===== config.mk =====
export PLATFORM = sky130hd
export DESIGN_NAME = bcd_conv_scheduler_flat
export DESIGN_NICKNAME = d
export VERILOG_FILES = /design/src/rtl/bcd_sched_pkg.sv /design/src/rtl/bcd_conv_scheduler_if.sv /design/src/rtl/bcd_sched_rr_arbiter.sv /design/src/rtl/bcd_conv_scheduler.sv /design/src/flat_wrapper.sv
export SDC_FILE = /design/constraint.sdc
export NUM_CORES = 1
export LEC_CHECK = 0
export BUFFER_PORTS_ARGS = -buffer_cell sky130_fd_sc_hd__buf_2
export CAP_MARGIN = 20
export CORE_MARGIN = 4
export CORE_UTILIZATION = 50
export CTS_CLUSTER_SIZE = 8
export DETAILED_ROUTE_END_ITERATION = 7
export GPL_TIMING_DRIVEN = 0
export PLACE_DENSITY = 0.88
export SYNTH_ARGS = -nofsm -noshare
export SYNTH_HDL_FRONTEND = slang
export SYNTH_SLANG_ARGS = --single-unit

===== constraint.sdc =====
create_clock -name clk -period 3.8 [get_ports clk]
set_input_delay 0.76 -clock clk [delete_from_list [all_inputs] [get_ports clk]]
set_output_delay 0.76 -clock clk [all_outputs]
set_load 0.01 [all_outputs]

===== src/rtl/bcd_sched_pkg.sv =====
// ----------------------------------------------------------------------------
// bcd_sched_pkg
// Shared definitions for the BCD converter scheduler:
//   - scheduler FSM state encoding
//   - sample width, BCD saturation limit and converter minimum latency
//   - clamp_sample(): two's-complement sample -> {sign, ovf, 4-digit magnitude}
// ----------------------------------------------------------------------------
package bcd_sched_pkg;

    localparam int              SAMPLE_W         = 16;
    localparam logic [15:0]     BCD_MAX          = 16'd9999;
    localparam int              CONV_LATENCY_MIN = 36;

    typedef enum logic [1:0] {
        ST_IDLE    = 2'd0,
        ST_START   = 2'd1,
        ST_WAIT    = 2'd2,
        ST_CAPTURE = 2'd3
    } state_t;

    typedef struct packed {
        logic                sign;
        logic                ovf;
        logic [SAMPLE_W-1:0] bin;
    } clamp_t;

    // The magnitude is formed 17 bits wide so that -32768 maps to +32768
    // instead of wrapping back to a negative value.
    function automatic clamp_t clamp_sample(input logic [SAMPLE_W-1:0] sample);
        clamp_t          res;
        logic [SAMPLE_W:0] mag;
        if (sample[SAMPLE_W-1]) begin
            mag = 17'd0 - {1'b1, sample};
        end else begin
            mag = {1'b0, sample};
        end
        res.sign = sample[SAMPLE_W-1];
        if (mag > {1'b0, BCD_MAX}) begin
            res.ovf = 1'b1;
            res.bin = BCD_MAX;
        end else begin
            res.ovf = 1'b0;
            res.bin = mag[SAMPLE_W-1:0];
        end
        return res;
    endfunction

endpackage


===== src/rtl/bcd_conv_scheduler_if.sv =====
// ----------------------------------------------------------------------------
// bcd_conv_scheduler_if
// Sample-side bundle of the BCD converter scheduler.
//   req      per-channel conversion request
//   din      per-channel signed samples, channel i at [16i+15:16i]
//   busy     scheduler is not idle
//   bcd_data per-channel 4-digit BCD result
//   sign     per-channel sign of the converted sample (1 = negative)
//   ovf      per-channel saturation flag (magnitude clamped to 9999)
//   done     one-cycle pulse when a channel's result updates
// master: sample source / display side.  slave: the scheduler.
// ----------------------------------------------------------------------------
interface bcd_conv_scheduler_if #(
    parameter int N_CH = 3
);
    logic [N_CH-1:0]      req;
    logic [16*N_CH-1:0]   din;
    logic                 busy;
    logic [16*N_CH-1:0]   bcd_data;
    logic [N_CH-1:0]      sign;
    logic [N_CH-1:0]      ovf;
    logic [N_CH-1:0]      done;

    modport master (
        output req, din,
        input  busy, bcd_data, sign, ovf, done
    );

    modport slave (
        input  req, din,
        output busy, bcd_data, sign, ovf, done
    );
endinterface


===== src/rtl/bcd_sched_rr_arbiter.sv =====
// ----------------------------------------------------------------------------
// bcd_sched_rr_arbiter
// Combinational round-robin picker: grants the first pending channel at or
// after rr_ptr, wrapping modulo N_CH.
//   pending     in  N_CH   pending request vector
//   rr_ptr      in  IDX_W  highest-priority index for this pick
//   grant       out N_CH   one-hot grant (zero when nothing pending)
//   grant_idx   out IDX_W  binary index of the granted channel
//   any_pending out 1      at least one pending bit set
// ----------------------------------------------------------------------------
module bcd_sched_rr_arbiter #(
    parameter int N_CH = 3
) (
    input  logic [N_CH-1:0]         pending,
    input  logic [$clog2(N_CH)-1:0] rr_ptr,
    output logic [N_CH-1:0]         grant,
    output logic [$clog2(N_CH)-1:0] grant_idx,
    output logic                    any_pending
);
    localparam int IDX_W = $clog2(N_CH);

    logic [N_CH-1:0]  grant_s;
    logic [IDX_W-1:0] idx_s;
    logic             found_s;
    int               sum_s;
    logic [IDX_W-1:0] cand_s;

    // Scan from rr_ptr upward with wrap; the first pending candidate wins.
    always_comb begin
        grant_s = '0;
        idx_s   = '0;
        found_s = 1'b0;
        sum_s   = 0;
        cand_s  = '0;
        for (int k = 0; k < N_CH; k++) begin
            sum_s  = int'(rr_ptr) + k;
            cand_s = (sum_s >= N_CH) ? IDX_W'(sum_s - N_CH) : IDX_W'(sum_s);
            if (!found_s && pending[cand_s]) begin
                found_s         = 1'b1;
                grant_s[cand_s] = 1'b1;
                idx_s           = cand_s;
            end else begin
                found_s = found_s;
            end
        end
    end

    assign grant       = grant_s;
    assign grant_idx   = idx_s;
    assign any_pending = |pending;

endmodule


===== src/rtl/bcd_conv_scheduler.sv =====
// ----------------------------------------------------------------------------
// bcd_conv_scheduler
// Time-shares one external 16-bit binary-to-BCD converter among N_CH signed
// sample channels. Requests are latched as pending bits with a snapshot of
// the sample; channels are served round-robin. The selected sample is clamped
// to a 4-digit magnitude, the converter is started, and after CONV_LATENCY
// cycles its BCD output is latched into that channel's result register.
//   clk        in   system clock
//   rst_n      in   asynchronous active-low reset
//   srst       in   synchronous soft reset (same effect as rst_n)
//   bus        slave sample/result bundle (req, din, busy, bcd_data, sign,
//              ovf, done)
//   conv_rst   out  active-high converter reset (async assert, 2-flop release)
//   conv_start out  converter START, one cycle
//   conv_bin   out  clamped magnitude presented to the converter
//   conv_bcd   in   converter BCD output
// ----------------------------------------------------------------------------
module bcd_conv_scheduler
    import bcd_sched_pkg::*;
#(
    parameter int N_CH         = 3,
    parameter int CONV_LATENCY = 36
) (
    input  logic                 clk,
    input  logic                 rst_n,
    input  logic                 srst,
    bcd_conv_scheduler_if.slave  bus,
    output logic                 conv_rst,
    output logic                 conv_start,
    output logic [SAMPLE_W-1:0]  conv_bin,
    input  logic [SAMPLE_W-1:0]  conv_bcd
);
    localparam int IDX_W = $clog2(N_CH);

    if (CONV_LATENCY < CONV_LATENCY_MIN) begin : g_lat_chk
        $error("bcd_conv_scheduler: CONV_LATENCY is below the converter minimum");
    end
    if ((N_CH < 2) || (N_CH > 8)) begin : g_nch_chk
        $error("bcd_conv_scheduler: N_CH must be within 2..8");
    end

    // Request capture
    logic [N_CH-1:0]                pending_r;
    logic [N_CH-1:0][SAMPLE_W-1:0]  snap_r;
    logic [N_CH-1:0]                clr_s;

    // Arbitration
    logic [N_CH-1:0]                grant_s;
    logic [IDX_W-1:0]               idx_s;
    logic                           any_s;
    clamp_t                         clamp_s;

    // FSM and registered outputs
    state_t                         state_r;
    logic [IDX_W-1:0]               rr_ptr_r;
    logic [IDX_W-1:0]               sel_r;
    logic [15:0]                    cnt_r;
    logic                           hold_sign_r;
    logic                           hold_ovf_r;
    logic                           busy_r;
    logic                           conv_start_r;
    logic [SAMPLE_W-1:0]            conv_bin_r;
    logic [N_CH-1:0][SAMPLE_W-1:0]  bcd_data_r;
    logic [N_CH-1:0]                sign_r;
    logic [N_CH-1:0]                ovf_r;
    logic [N_CH-1:0]                done_r;
    logic [1:0]                     conv_rst_sync_r;

    bcd_sched_rr_arbiter #(
        .N_CH (N_CH)
    ) u_arb (
        .pending     (pending_r),
        .rr_ptr      (rr_ptr_r),
        .grant       (grant_s),
        .grant_idx   (idx_s),
        .any_pending (any_s)
    );

    assign clamp_s = clamp_sample(snap_r[idx_s]);

    // Pending bit of the granted channel is consumed when IDLE launches it.
    always_comb begin
        clr_s = '0;
        if ((state_r == ST_IDLE) && any_s) begin
            clr_s = grant_s;
        end else begin
            clr_s = '0;
        end
    end

    // Pending bits and snapshots; a same-cycle REQ beats the IDLE clear.
    always_ff @(posedge clk or negedge rst_n) begin
        if (!rst_n) begin
            pending_r <= '0;
            snap_r    <= '0;
        end else if (srst) begin
            pending_r <= '0;
            snap_r    <= '0;
        end else begin
            pending_r <= (pending_r & ~clr_s) | bus.req;
            for (int i = 0; i < N_CH; i++) begin
                if (bus.req[i]) begin
                    snap_r[i] <= bus.din[i*SAMPLE_W +: SAMPLE_W];
                end else begin
                    snap_r[i] <= snap_r[i];
                end
            end
        end
    end

    // Converter reset: asserted with reset, released on the 2nd clean edge.
    always_ff @(posedge clk or negedge rst_n) begin
        if (!rst_n) begin
            conv_rst_sync_r <= 2'b11;
        end else if (srst) begin
            conv_rst_sync_r <= 2'b11;
        end else begin
            conv_rst_sync_r <= {conv_rst_sync_r[0], 1'b0};
        end
    end

    // Scheduler FSM with all of its outputs registered.
    always_ff @(posedge clk or negedge rst_n) begin
        if (!rst_n) begin
            state_r      <= ST_IDLE;
            rr_ptr_r     <= '0;
            sel_r        <= '0;
            cnt_r        <= 16'd0;
            hold_sign_r  <= 1'b0;
            hold_ovf_r   <= 1'b0;
            busy_r       <= 1'b0;
            conv_start_r <= 1'b0;
            conv_bin_r   <= '0;
            bcd_data_r   <= '0;
            sign_r       <= '0;
            ovf_r        <= '0;
            done_r       <= '0;
        end else if (srst) begin
            state_r      <= ST_IDLE;
            rr_ptr_r     <= '0;
            sel_r        <= '0;
            cnt_r        <= 16'd0;
            hold_sign_r  <= 1'b0;
            hold_ovf_r   <= 1'b0;
            busy_r       <= 1'b0;
            conv_start_r <= 1'b0;
            conv_bin_r   <= '0;
            bcd_data_r   <= '0;
            sign_r       <= '0;
            ovf_r        <= '0;
            done_r       <= '0;
        end else begin
            done_r       <= '0;
            conv_start_r <= 1'b0;
            case (state_r)
                ST_IDLE: begin
                    if (any_s) begin
                        sel_r        <= idx_s;
                        conv_bin_r   <= clamp_s.bin;
                        hold_sign_r  <= clamp_s.sign;
                        hold_ovf_r   <= clamp_s.ovf;
                        conv_start_r <= 1'b1;
                        busy_r       <= 1'b1;
                        state_r      <= ST_START;
                    end else begin
                        state_r <= ST_IDLE;
                    end
                end
                ST_START: begin
                    // WAIT spans CONV_LATENCY-1 cycles: counts N-2 down to 0.
                    cnt_r   <= 16'(CONV_LATENCY - 2);
                    state_r <= ST_WAIT;
                end
                ST_WAIT: begin
                    if (cnt_r == 16'd0) begin
                        state_r <= ST_CAPTURE;
                    end else begin
                        cnt_r <= cnt_r - 16'd1;
                    end
                end
                ST_CAPTURE: begin
                    bcd_data_r[sel_r] <= conv_bcd;
                    sign_r[sel_r]     <= hold_sign_r;
                    ovf_r[sel_r]      <= hold_ovf_r;
                    done_r[sel_r]     <= 1'b1;
                    if (sel_r == IDX_W'(N_CH - 1)) begin
                        rr_ptr_r <= '0;
                    end else begin
                        rr_ptr_r <= sel_r + IDX_W'(1);
                    end
                    busy_r  <= 1'b0;
                    state_r <= ST_IDLE;
                end
                default: begin
                    busy_r  <= 1'b0;
                    state_r <= ST_IDLE;
                end
            endcase
        end
    end

    assign bus.busy     = busy_r;
    assign bus.bcd_data = bcd_data_r;
    assign bus.sign     = sign_r;
    assign bus.ovf      = ovf_r;
    assign bus.done     = done_r;
    assign conv_rst     = conv_rst_sync_r[1];
    assign conv_start   = conv_start_r;
    assign conv_bin     = conv_bin_r;

endmodule


===== src/flat_wrapper.sv =====
// flat-port wrapper written by rule: the top's interface ports become plain ports
module bcd_conv_scheduler_flat import bcd_sched_pkg::*;
#(
    parameter int N_CH         = 3,
    parameter int CONV_LATENCY = 36
)
  (clk, rst_n, srst, conv_rst, conv_start, conv_bin, conv_bcd, bus_req, bus_din, bus_busy, bus_bcd_data, bus_sign, bus_ovf, bus_done);
  bcd_conv_scheduler_if #(.N_CH(N_CH)) bus_i ();
  input  logic clk;
  input  logic rst_n;
  input  logic srst;
  output logic conv_rst;
  output logic conv_start;
  output logic [SAMPLE_W-1:0] conv_bin;
  input  logic [SAMPLE_W-1:0] conv_bcd;
  input wire logic [$bits(bus_i.req)-1:0] bus_req;
  input wire logic [$bits(bus_i.din)-1:0] bus_din;
  output wire logic [$bits(bus_i.busy)-1:0] bus_busy;
  output wire logic [$bits(bus_i.bcd_data)-1:0] bus_bcd_data;
  output wire logic [$bits(bus_i.sign)-1:0] bus_sign;
  output wire logic [$bits(bus_i.ovf)-1:0] bus_ovf;
  output wire logic [$bits(bus_i.done)-1:0] bus_done;
  assign bus_i.req = bus_req;
  assign bus_i.din = bus_din;
  assign bus_busy = bus_i.busy;
  assign bus_bcd_data = bus_i.bcd_data;
  assign bus_sign = bus_i.sign;
  assign bus_ovf = bus_i.ovf;
  assign bus_done = bus_i.done;
  bcd_conv_scheduler #(.N_CH(N_CH), .CONV_LATENCY(CONV_LATENCY)) u_core (.clk(clk), .rst_n(rst_n), .srst(srst), .bus(bus_i), .conv_rst(conv_rst), .conv_start(conv_start), .conv_bin(conv_bin), .conv_bcd(conv_bcd));
endmodule

* After elaboration in Yosys (flattened, before gate mapping)
Cells that the tools add are included.
Word-level totals: flip-flop bits (word level) 152, input port bits 70, word-level logic and storage cells 153
Operators by class: add/sub/neg operators 8, order comparisons 13, eq/ne operators 7, multiplexer cells 77, bitwise logic cells 5, reduce and logical (&&, ||, !) cells 23
Operators by type and width (number):
- $mux W16 | 10
- $mux W48 | 3
- $bwmux W48 | 1
- $mux W17 | 2
- $mux W3 | 11
- $bmux W16 S2 | 1
- $demux W16 S2 | 1
- $pmux W16 S2 | 1
- $mux W2 | 15
- $mux W1 | 21
- $gt A17 B14 Y1 const B | 1
- $sub A1 B17 Y17 const A | 1
- $logic_not A16 Y1 | 1
- $sub A16 B1 Y16 const B | 1
- $lt A2 B3 Y1 const B | 5
- $reduce_bool A2 Y1 | 6
- $or A3 B3 Y3 | 3
- $demux W1 S2 | 4
- $ge A2 B1 Y1 const B | 4
- $pmux W2 S4 | 1
- $logic_and A1 B1 Y1 | 7
- $bmux W1 S2 | 3
- $bwmux W3 | 2
- $eq A2 B2 Y1 const B | 3
- other kinds (17) | 25

* Depth between registers and ports, before layout
Gate-level depths: netlist (run 1).
depth after elaboration 20, depth in mapped cells 17, gate-level depth less buffers 15

* Modules after synthesis
From an unflattened synthesis (run 1), not the netlist that was laid out.
Unflattened totals: cells, all modules 634, area total of the unflattened synthesis 7063.0 sq um
By module, submodules not included:
- bcd_conv_scheduler | instances 1, cells each 594, area each 6791.5 sq um
- bcd_sched_rr_arbiter | instances 1, cells each 40, area each 271.5 sq um

* Worst setup path before layout (run 1)
OpenSTA, ideal clock, no wires.
kind reg2reg, start reg u_core.rr_ptr_r[0], end reg u_core.conv_bin_r[7], in the netlist u_core.conv_bin[7], library setup time 120 ps, arrival time 3921 ps, data required time 3680 ps, setup slack -240 ps, stages on the path, launching flop included 18, path buffers 3, cells stage by stage dfrtp_1 -> inv_1 -> ha_1 -> clkbuf_2 -> mux2_2 -> or3_1 -> buf_6 -> a21boi_4 -> buf_2 -> o211ai_1 -> inv_2 -> ha_1 -> nand3_2 -> nor4_1 -> or4_4 -> a2111oi_4 -> nor2_2 -> a31o_1
Between the ends: word-level cells in the longest chain between the ends 20, elaborated cells on any way between the ends 35, classes of those cells 6 x add/sub; 4 x order compare; 21 x mux; 4 x reduce/logical
RTL lines:
- start: declaration | line bcd_conv_scheduler.sv:55 | logic [IDX_W-1:0] rr_ptr_r;
- start signal: assignment | line bcd_conv_scheduler.sv:189 | rr_ptr_r <= sel_r + IDX_W'(1);
- parallel branches: the longest is 10 deep, another holds $add A2 B1 Y3
- $mux W2 (*) | line bcd_sched_rr_arbiter.sv:38 | if (!found_s && pending[cand_s]) begin
- $bmux W16 S2 (*) | line bcd_conv_scheduler.sv:79 | assign clamp_s = clamp_sample(snap_r[idx_s]);
- $mux W16 (not written as such) (*) | line bcd_conv_scheduler.sv:79
- $sub A1 B17 Y17 | line bcd_sched_pkg.sv:33 | mag = 17'd0 - {1'b1, sample};
- $mux W17 (*) | line bcd_sched_pkg.sv:32 | if (sample[SAMPLE_W-1]) begin
- $gt A17 B14 Y1 | line bcd_sched_pkg.sv:38 | if (mag > {1'b0, BCD_MAX}) begin
- $mux W17 (*) | line bcd_sched_pkg.sv:38
- $mux W16 (*) | line bcd_conv_scheduler.sv:157 | if (any_s) begin
- $mux W16 (*) | line bcd_conv_scheduler.sv:155 | case (state_r)
- $mux W16 (*) | line bcd_conv_scheduler.sv:138 | end else if (srst) begin
- end signal: assignment | line bcd_conv_scheduler.sv:159 | conv_bin_r <= clamp_s.bin;
- end: declaration | line bcd_conv_scheduler.sv:62 | logic [SAMPLE_W-1:0] conv_bin_r;
Mark *: on every way between the ends. The select of a mux whose other input is x is not followed. A chain may end at the register's enable or synchronous reset.

* Worst setup path in the final report (run 1)
start reg u_core.rr_ptr_r[1], end reg u_core.conv_bin_r[3], in the netlist u_core.conv_bin[3]
The elaborated chain is that of the path after synthesis.

==> metrics, run 1 <==
largest net degree at the start of global routing=102; CP delay by family, top=compound AO/OA/AOI/OAI gates; R2R setup slack=-0.37 ns; Syn Area/Cell=10.9 µm²; Total GRT Usage=0.248; final cycle utilization of the critical path=1.10; CP Buf/Inv Count=4; global-route wire length before repair=32300 µm; final setup skew=0.00668 ns; post-synthesis simple-gate area fraction=0.130; htree depth=4; worst r2r dst=u_core.conv_bin[3]$_DFFE_PN0P_; Vias/cell=5.99; PwrDens=609 nW/µm²; initial antenna violation count=0; Root Driver=clkbuf_16; Mapped Nets=757; pre-CTS WS=-0.769 ns; WS Path Type=flip-flop to flip-flop; CP startpoint kind=flip-flop; vias in the first global route=6240; die area=16700 µm²; nets@finish=958; Synth Area in XOR/XNOR=0.0238; FFs w/ async S/R, synth=1.00; drt drc=0; DIE WIDTH=129 µm; Max FO, Critical Path=6; Detail Placement HPWL=13700 µm; Least-Margin Pin Slew=0.915 ns; f_max=240 MHz; unrepaired setup endpoints after global routing=yes; EDFF count, synth=0; Final Non-Filler Cells=1075; multi-input combinational cell area=3510 µm²; Reg area=3810 µm²; status=finished with violations; Critical Path Max Stage Delay=0.46 ns; FILL cells=1025; Syn. warnings=0; clk slew on worst S/H paths=0.07 ns; WL final=21300 µm; post-route setup slack=-0.373 ns; Die Ht=129 µm; Pre-Repair DR Iteration Count=5; dpl cells=1005; commonest cells after routing, fill and taps aside=dfrtp_1, buf_2, nor2_1; Fin. Hold Viols=0; share of layout cells above drive strength 1=0.323; Pins Over Slew Limit=0; Compound-Gate Fraction of Synth Area=0.204; PortBufs=142; Final Critical Period=4.17 ns; Setup crit end kind=flip-flop; # diodes=0; # clock sinks=152; Post-Synthesis Cells=677; CTS tree=yes; Slowest-stage cell, CP=dfrtp_2; TritonCTS buffer count=17; Util after Layout=0.654; final setup fails=12; Netlist cell types=72; Seq/Total Area, Yosys=0.518; grt total ovfl=0; maximum root-to-sink buffer count=2; area growth from synthesis to layout=28.7%; Starting Density=0.508; synthesized area=7350 µm²; via count=6444; dpl cell area=8370 µm²; failing checks=setup timing; post-synthesis mux area share=0.0725; io pins=146; count of state elements after synthesis=152; largest family of logic cells by synthesized area=compound AO/OA/AOI/OAI gates; Worst EP arrival=4.46 ns; worst rel slew slack=0.387; Hold WS=0.273 ns; CP required=4.08 ns; final instance area=9460 µm²; Top FF cell, synth=dfrtp_1; Post-DRT Antenna Nets=0; Max VDD drop=0.467 mV; Reg2Reg Depth=16; clk_lat worst skew=0.43 ns; wire length per cell=19.8 µm; HP Class=primary input to asynchronous set/reset pin; core area=14500 µm²; post-synthesis adder-cell area fraction=0.0170; row count=44; Max-Cap Viols=0; routability cong.=0.942; leak pwr=4.65 nW; initial detailed-routing violation count=506; FF-to-FF Start=u_core.rr_ptr_r[1]$_DFFE_PN0N_; commonest non-fill, non-tap cell in the layout=dfrtp_1; critical path cell sequence=buf_6, ha_4, mux2_4, or3_4, buf_6, o211ai_1, o211ai_1, inv_2, ha_4, nand3_4, buf_4, o41ai_2, xnor2_1, o21ba_4, nor3b_4, a211oi_2
worst reg2reg max path, stage by stage, from the launching register on:
cell and delay, ns:
dfrtp_2 0.46, buf_6 0.14, ha_4 0.27, mux2_4 0.31
or3_4 0.37, buf_6 0.15, o211ai_1 0.18, o211ai_1 0.21
inv_2 0.14, ha_4 0.17, nand3_4 0.08, buf_4 0.16
o41ai_2 0.38, xnor2_1 0.20, o21ba_4 0.29, nor3b_4 0.38
a211oi_2 0.13
cell families after synthesis:
logic type / Yosys count
compound gates: 179
xor+xnor: 20
fa+ha+maj: 10
buf+inv: 62
flops: 152
mux: 53
simple gates: 201
synth_stat cells (6+ instances only):
cell      number  area (µm²)
a211oi_1       9        67.6
a21oi_1       22         110
a22o_1        54         473
buf_2          6        30.0
clkbuf_1      33         124
dfrtp_1      150        3750
ha_1          10         125
inv_1         15        56.3
mux2i_1       51         510
nand2_1       43         161
nand2b_1       8        50.1
nor2_1        91         342
nor3_1        12        60.1
nor3b_1        7        52.6
nor4_1         6        37.5
o211ai_1      22         165
o21ai_0       15        75.1
or3_1          7        43.8
xnor2_1       14         123
xor2_1         6        52.6
final cells by class:
cell class	count	share of cell area
flip-flops and latches	152	0.402
multi-input cells	463	0.371
repair buffers	185	0.112
clock buffers	19	0.0479
well taps	184	0.0243
plain buffers	42	0.0208
clock inverters	13	0.0144
inverters	17	0.00701
power by group:
part | leakage, nW | switching (W) | internal (W)
Sequential | 2.05 | 0.000145 | 0.00181
Clock | 0.292 | 0.000721 | 0.000957
Combinational | 2.31 | 0.00124 | 0.000894
Total | 4.65 | 0.00211 | 0.00366
sequential cells by signal, indices dropped and copies added, names as in the netlist, 2 cells and up:
signal,count
u_core.bus.sign,3
u_core.rr_ptr_r,2
u_core.bus.ovf,3
u_core.bus.bcd_data,48
u_core.snap_r,48
u_core.conv_bin,16
u_core.cnt_r,16
u_core.pending_r,3
u_core.state_r,2
u_core.conv_rst_sync_r,2
u_core.sel_r,2
u_core.bus.done,3
worst max path at each step:
stage	from	slack, ns	to	depth (start not counted)
6_report	u_core.rr_ptr_r[1]$_DFFE_PN0N_	-0.37	u_core.conv_bin[3]$_DFFE_PN0P_	16
5_1_grt	u_core.rr_ptr_r[1]$_DFFE_PN0N_	-0.44	u_core.conv_bin[0]$_DFFE_PN0P_	16
4_1_cts	u_core.rr_ptr_r[0]$_DFFE_PN0N_	-0.33	u_core.conv_bin[3]$_DFFE_PN0P_	16
3_5_place_dp	u_core.rr_ptr_r[1]$_DFFE_PN0N_	-0.77	u_core.conv_bin[1]$_DFFE_PN0P_	17
3_3_place_gp	u_core.rr_ptr_r[1]$_DFFE_PN0N_	-0.67	u_core.conv_bin[1]$_DFFE_PN0P_	17
2_1_floorplan	u_core.rr_ptr_r[0]$_DFFE_PN0N_	-0.05	u_core.conv_bin[7]$_DFFE_PN0P_	17
metal layers:
layer / vias up / track usage / routed length, µm
li1: 2879 / - / -
met1: 3132 / 0.314 / 8320
met2: 335 / 0.396 / 10200
met3: 98 / 0.0577 / 1550
met4: 0 / 0.132 / 1180
met5: - / 0 / 0
per-stage QoR:
| stage | setup TNS (ns) | total power [W] |
|---|---|---|
| 3_5_place_dp | -9.32 | 0.00375 |
| 2_1_floorplan | -0.350 | 0.00324 |
| 3_3_place_gp | -34.03 | 0.00368 |
| 6_report | -3.27 | 0.00577 |
| 4_1_cts | -2.64 | 0.00557 |
| 5_1_grt | -4.43 | 0.00605 |
timing repair:
action,in CTS,in global routing
gates resized for setup,29,27
setup endpoints to repair,15,15
pin swaps,18,24
buffers inserted,25,17
hold buffers,0,0
Power figures use the tool's default switching activity.
==> run 2, diff against run 1 <==
--- a/config.mk
+++ b/config.mk
@@ -7,9 +7,10 @@
 export LEC_CHECK = 0
 export BUFFER_PORTS_ARGS = -buffer_cell sky130_fd_sc_hd__buf_2
 export CAP_MARGIN = 20
+export CELL_PAD_IN_SITES_DETAIL_PLACEMENT = 2
+export CELL_PAD_IN_SITES_GLOBAL_PLACEMENT = 2
 export CORE_MARGIN = 4
-export CORE_UTILIZATION = 50
-export CTS_CLUSTER_SIZE = 8
+export CORE_UTILIZATION = 32
 export DETAILED_ROUTE_END_ITERATION = 7
 export GPL_TIMING_DRIVEN = 0
 export PLACE_DENSITY = 0.88
==> metrics, run 2 (synthesis gave the netlist of run 1 again) <==
status=finished with violations; failing checks=setup timing; commonest cells after routing, fill and taps aside=dfrtp_1, buf_2, nor2_1; Sw Pwr=0.00252 W; Final Non-Filler Cells=1186; initial antenna violation count=0; HP Class=primary input to asynchronous set/reset pin; Max FO, Critical Path=7; leak pwr=4.74 nW; WL final=29600 µm; critical path cell sequence=buf_6, ha_4, mux2i_2, mux2_4, or3_4, buf_6, o211ai_1, o211ai_1, inv_2, buf_4, nand4_1, o41ai_4, xor2_2, a2111oi_4, buf_4, nor2_4, a31o_1; combinational share of power=0.393; area growth from synthesis to layout=32.8%; Least-Margin Pin Slew=1.09 ns; TNS Setup=-7.58 ns; drt drc=0; R2R setup slack=-0.67 ns; PortBufs=142; Post-DRT Antenna Nets=0; row count=55; maximum root-to-sink buffer count=2; Clock power frac=0.289; core area=22600 µm²; Worst EP arrival=4.80 ns; vias in the first global route=7430; unrepaired setup endpoints after global routing=yes; io pins=146; cts hold-fix bufs=0; Slowest-stage cell, CP=o41ai_4; dpl cells=1107; Root Driver=clkbuf_16; htree depth=4; final setup fails=15; WS Path Type=flip-flop to flip-flop; final setup skew=0.0121 ns; final cycle utilization of the critical path=1.18; largest net degree at the start of global routing=94; clk slew on worst S/H paths=0.07 ns; global-route wire length before repair=45700 µm; Pins Over Slew Limit=0; f_max=224 MHz; CP required=4.13 ns; die area=25500 µm²; CTS tree=yes; Final Critical Period=4.47 ns; Critical Path Max Stage Delay=0.56 ns; clk_lat worst skew=0.45 ns; Hold WS=0.367 ns; # diodes=0; grt total ovfl=0; Setup crit end kind=flip-flop; pre-CTS WS=-0.940 ns; via count=6548; post-route setup slack=-0.666 ns; TritonCTS buffer count=17; routability cong.=0.824; share of layout cells above drive strength 1=0.342; Detail Placement HPWL=18500 µm; DIE WIDTH=160 µm; Total GRT Usage=0.230; CP Buf/Inv Count=5; Reg2Reg Depth=17; Util after Layout=0.431; Max-Cap Viols=0; Int Pwr=0.00367 W; wire length per cell=25.0 µm; initial detailed-routing violation count=431; nets@finish=968; PwrDens=634 nW/µm²; CP startpoint kind=flip-flop; Fin. Hold Viols=0; CP delay by family, top=compound AO/OA/AOI/OAI gates; Die Ht=160 µm; Vias/cell=5.52; share of power burned in registers=0.318; # clock sinks=152; FF-to-FF Start=u_core.rr_ptr_r[0]$_DFFE_PN0N_; Max VDD drop=0.264 mV; Sw Share=0.407; Pre-Repair DR Iteration Count=5; worst r2r dst=u_core.conv_bin[5]$_DFFE_PN0P_; Starting Density=0.325; worst rel slew slack=0.270; commonest non-fill, non-tap cell in the layout=dfrtp_1
-- run 2: changes by cell type in the layout (fill, tap and decap cells not counted), moves of 2 or more --
cell	before	now
xor2_1	6	4
buf_4	39	47
nand2b_1	8	6
a32oi_2	0	2
mux2i_2	1	3
clkinv_2	2	0
a211oi_1	7	5
xor2_2	0	2
a32oi_1	2	0
clkinv_8	0	7
nand2b_4	0	2
a211oi_2	6	8
-- run 2: worst max-delay path by stage --
stage / startpoint / end / slack, ns / cells past startpoint
2_1_floorplan: u_core.rr_ptr_r[0]$_DFFE_PN0N_ / u_core.conv_bin[7]$_DFFE_PN0P_ / -0.05 / 17
3_3_place_gp: u_core.rr_ptr_r[1]$_DFFE_PN0N_ / u_core.conv_bin[1]$_DFFE_PN0P_ / -0.80 / 17
3_5_place_dp: u_core.rr_ptr_r[1]$_DFFE_PN0N_ / u_core.conv_bin[0]$_DFFE_PN0P_ / -0.94 / 17
4_1_cts: u_core.rr_ptr_r[0]$_DFFE_PN0N_ / u_core.conv_bin[4]$_DFFE_PN0P_ / -0.48 / 16
5_1_grt: u_core.rr_ptr_r[1]$_DFFE_PN0N_ / u_core.conv_bin[5]$_DFFE_PN0P_ / -0.74 / 18
6_report: u_core.rr_ptr_r[0]$_DFFE_PN0N_ / u_core.conv_bin[5]$_DFFE_PN0P_ / -0.67 / 17
-- run 2: routing by layer --
metal  track usage  vias to the layer above  wire length (µm)
met1         0.276                     3383             11900
met5             0                        -                 0
met3        0.0492                       63              1320
li1              -                     2899                 -
met2         0.405                      203             15400
met4        0.0852                        0              1060
-- run 2: per-stage QoR --
stage / power, W / area, µm²
after floorplan: 0.00324 / 7390
after global placement: 0.00375 / 8460
after detailed placement: 0.00387 / 8510
after CTS: 0.00601 / 9630
after global routing: 0.00652 / 9770
final: 0.00619 / 9770
-- run 2: worst reg2reg max path, stage by stage (launching register included) --
cell and delay [ns]:
dfrtp_2 0.46, buf_6 0.14, ha_4 0.17, mux2i_2 0.15, mux2_4 0.30, or3_4 0.43, buf_6 0.15, o211ai_1 0.19
o211ai_1 0.24, inv_2 0.14, buf_4 0.12, nand4_1 0.18, o41ai_4 0.56, xor2_2 0.21, a2111oi_4 0.46, buf_4 0.20
nor2_4 0.05, a31o_1 0.22
-- run 2: final cells by class --
cell class                      instances  area [µm²]
Fill cell                            2367       12900
Sequential cell                       152        3810
Multi-Input combinational cell        463        3570
Timing Repair Buffer                  194        1140
Clock buffer                           17         425
Tap cell                              285         357
Buffer                                 43         201
Clock inverter                         15         199
Inverter                               17        66.3
-- run 2: power by group through the flow --
stage / sequential [W] / combinational (W) / clock, W
after floorplan: 0.00198 / 0.00126 / 0
after global placement: 0.00197 / 0.00178 / 0
after detailed placement: 0.00199 / 0.00188 / 0
after CTS: 0.00196 / 0.00223 / 0.00181
after global routing: 0.00199 / 0.00262 / 0.00191
final: 0.00197 / 0.00243 / 0.00179
-- run 2: timing repair --
item                                    4_1_cts  5_1_grt
setup buffers                                41        8
pin swaps                                    28       16
endpoints found under the setup margin       15       15
gates resized for setup                      49       13
==> run 3, diff against run 2 <==
--- a/config.mk
+++ b/config.mk
@@ -6,7 +6,6 @@
 export NUM_CORES = 1
 export LEC_CHECK = 0
 export BUFFER_PORTS_ARGS = -buffer_cell sky130_fd_sc_hd__buf_2
-export CAP_MARGIN = 20
 export CELL_PAD_IN_SITES_DETAIL_PLACEMENT = 2
 export CELL_PAD_IN_SITES_GLOBAL_PLACEMENT = 2
 export CORE_MARGIN = 4
@@ -14,6 +13,7 @@
 export DETAILED_ROUTE_END_ITERATION = 7
 export GPL_TIMING_DRIVEN = 0
 export PLACE_DENSITY = 0.88
+export SKIP_LAST_GASP = 1
 export SYNTH_ARGS = -nofsm -noshare
 export SYNTH_HDL_FRONTEND = slang
 export SYNTH_SLANG_ARGS = --single-unit
==> constraint.sdc (replaced) <==
create_clock -name clk -period 3.8 [get_ports clk]
set_input_delay 0.76 -clock clk [delete_from_list [all_inputs] [get_ports clk]]
set_output_delay 0.76 -clock clk [all_outputs]
set_load 0.02 [all_outputs]
==> metrics, run 3 (synthesis gave the netlist of run 1 again) <==
cts hold-fix bufs=0; Detail Placement HPWL=18300 µm; row count=55; initial detailed-routing violation count=409; Setup crit end kind=flip-flop; WL final=29600 µm; Max FO, Critical Path=10; drt drc=0; Least-Margin Pin Slew=1.34 ns; area growth from synthesis to layout=32.0%; leak pwr=4.70 nW; TritonCTS buffer count=17; dpl cells=1105; status=finished with violations; CTS tree=yes; share of layout cells above drive strength 1=0.333; multi-input combinational cell area=3550 µm²; final setup skew=0.0120 ns; share of power burned in registers=0.316; Pins Over Slew Limit=0; Starting Density=0.325; Die Ht=160 µm; Max VDD drop=0.382 mV; Worst EP arrival=4.92 ns; Clock power frac=0.282; Int Pwr=0.00369 W; Critical Path Max Stage Delay=0.52 ns; die area=25500 µm²; io pins=146; final instance area=9700 µm²; WS Path Type=flip-flop to flip-flop; initial antenna violation count=0; via count=6579; DIE WIDTH=160 µm; Sw Share=0.407; Vias/cell=5.58; final cycle utilization of the critical path=1.20; Pre-Repair DR Iteration Count=5; unrepaired setup endpoints after global routing=yes; Max-Cap Viols=0; Slowest-stage cell, CP=or4_4; dpl cell area=8500 µm²; metal3 WL=1180 µm; core area=22600 µm²; WL met1=12100 µm; pre-CTS WS=-0.953 ns; # diodes=0; worst rel slew slack=0.0965; Fin. Hold Viols=0; final setup fails=15; combinational share of power=0.401; routability cong.=0.824; PortBufs=142; Total GRT Usage=0.224; clk_lat worst skew=0.45 ns; clk slew on worst S/H paths=0.08 ns; nets@finish=961; global-route wire length before repair=45000 µm; post-route setup slack=-0.771 ns; Highest Signal Layer=met4; vias in the first global route=7417; Reg area=3810 µm²; # clock sinks=152; failing checks=setup timing; Final Non-Filler Cells=1179; Root Driver=clkbuf_16; FILL cells=2382; maximum root-to-sink buffer count=2; grt total ovfl=0; CP required=4.15 ns; critical path cell sequence=inv_2, ha_4, and3b_1, clkbuf_4, a21oi_1, a41oi_2, clkbuf_4, nand2_1, o211ai_1, inv_2, ha_4, nand3_4, o31a_1, or4_4, a2111oi_4, buf_4, nor3b_4, buf_12, a211oi_2; Met2 Wirelength=15100 µm; f_max=219 MHz; Post-DRT Antenna Nets=0; htree depth=4; CP startpoint kind=flip-flop; wire length per cell=25.1 µm; PwrDens=640 nW/µm²; largest net degree at the start of global routing=94; commonest cells after routing, fill and taps aside=dfrtp_1, buf_2, nor2_1; Final Critical Period=4.57 ns; HP Class=primary input to asynchronous set/reset pin; TNS Setup=-8.93 ns; Sw Pwr=0.00253 W; Util after Layout=0.429; commonest non-fill, non-tap cell in the layout=dfrtp_1
## run 3: cell count changes in the layout (fill, tap and decap cells not counted), sizes merged
cell | previous run | this run
buf | 204 | 196
clkbuf | 50 | 51
clkinv | 9 | 8
clkinvlp | 0 | 2
inv | 23 | 22
## run 3: power by group through the flow
stage                     registers (W)  logic [W]  clock network [W]
final                           0.00197    0.00249            0.00175
after floorplan                 0.00204    0.00126                  0
after global routing            0.00199    0.00270            0.00186
after CTS                       0.00196    0.00225            0.00177
after global placement          0.00197    0.00185                  0
after detailed placement        0.00199    0.00195                  0
## run 3: worst max-delay path, delay by kind of cell (launching register included)
family                   cells  cell delay, ns
AND/OR/NAND/NOR              5            0.94
adder cells (fa/ha/maj)      2            0.35
AO/OA/AOI/OAI                6            1.60
buffers and inverters        6            1.10
flip-flops                   1            0.46
## run 3: routing by layer
metal | vias to the layer above | global-route usage
met4 | 0 | 0.0852
met2 | 225 | 0.391
met5 | - | 0
met3 | 68 | 0.0404
li1 | 2868 | -
met1 | 3418 | 0.277
## run 3: per-stage QoR
step	hold WS [ns]	power, W
4_1_cts	0.426	0.00598
3_3_place_gp	0.478	0.00382
3_5_place_dp	0.481	0.00393
5_1_grt	0.451	0.00655
2_1_floorplan	0.452	0.00330
6_report	0.379	0.00621
## run 3: area by class of cell
class,instances,share of cell area
multi-input cells,463,0.366
well taps,285,0.0368
flip-flops and latches,152,0.393
inverters,17,0.00658
repair buffers,188,0.115
clock inverters,15,0.0190
clock buffers,17,0.0438
plain buffers,42,0.0205
## run 3: what timing repair did
item                                    CTS  global route
buffers inserted                         33            13
resized for setup                        44            19
pin swaps                                20            22
endpoints found under the setup margin   15            16
endpoints found under the hold margin     0             0
## run 3: worst paths after layout
kind	from	to	slack (ns)	depth (start not counted)
setup / recovery	u_core.rr_ptr_r[1]$_DFFE_PN0N_	u_core.conv_bin[1]$_DFFE_PN0P_	-0.77	19
hold / removal	rst_n	u_core.bus.done[0]$_DFF_PN0_	0.38	1
setup reg to reg	u_core.rr_ptr_r[1]$_DFFE_PN0N_	u_core.conv_bin[1]$_DFFE_PN0P_	-0.77	19
hold reg to reg	u_core.bus.bcd_data[37]$_DFFE_PN0P_	u_core.bus.bcd_data[37]$_DFFE_PN0P_	0.50	1
max in group asynchronous	rst_n	u_core.snap_r[15]$_DFFE_PN0P_	2.59	2
min in group clk	srst	u_core.conv_rst_sync_r[0]$_DFF_PN1_	0.47	1
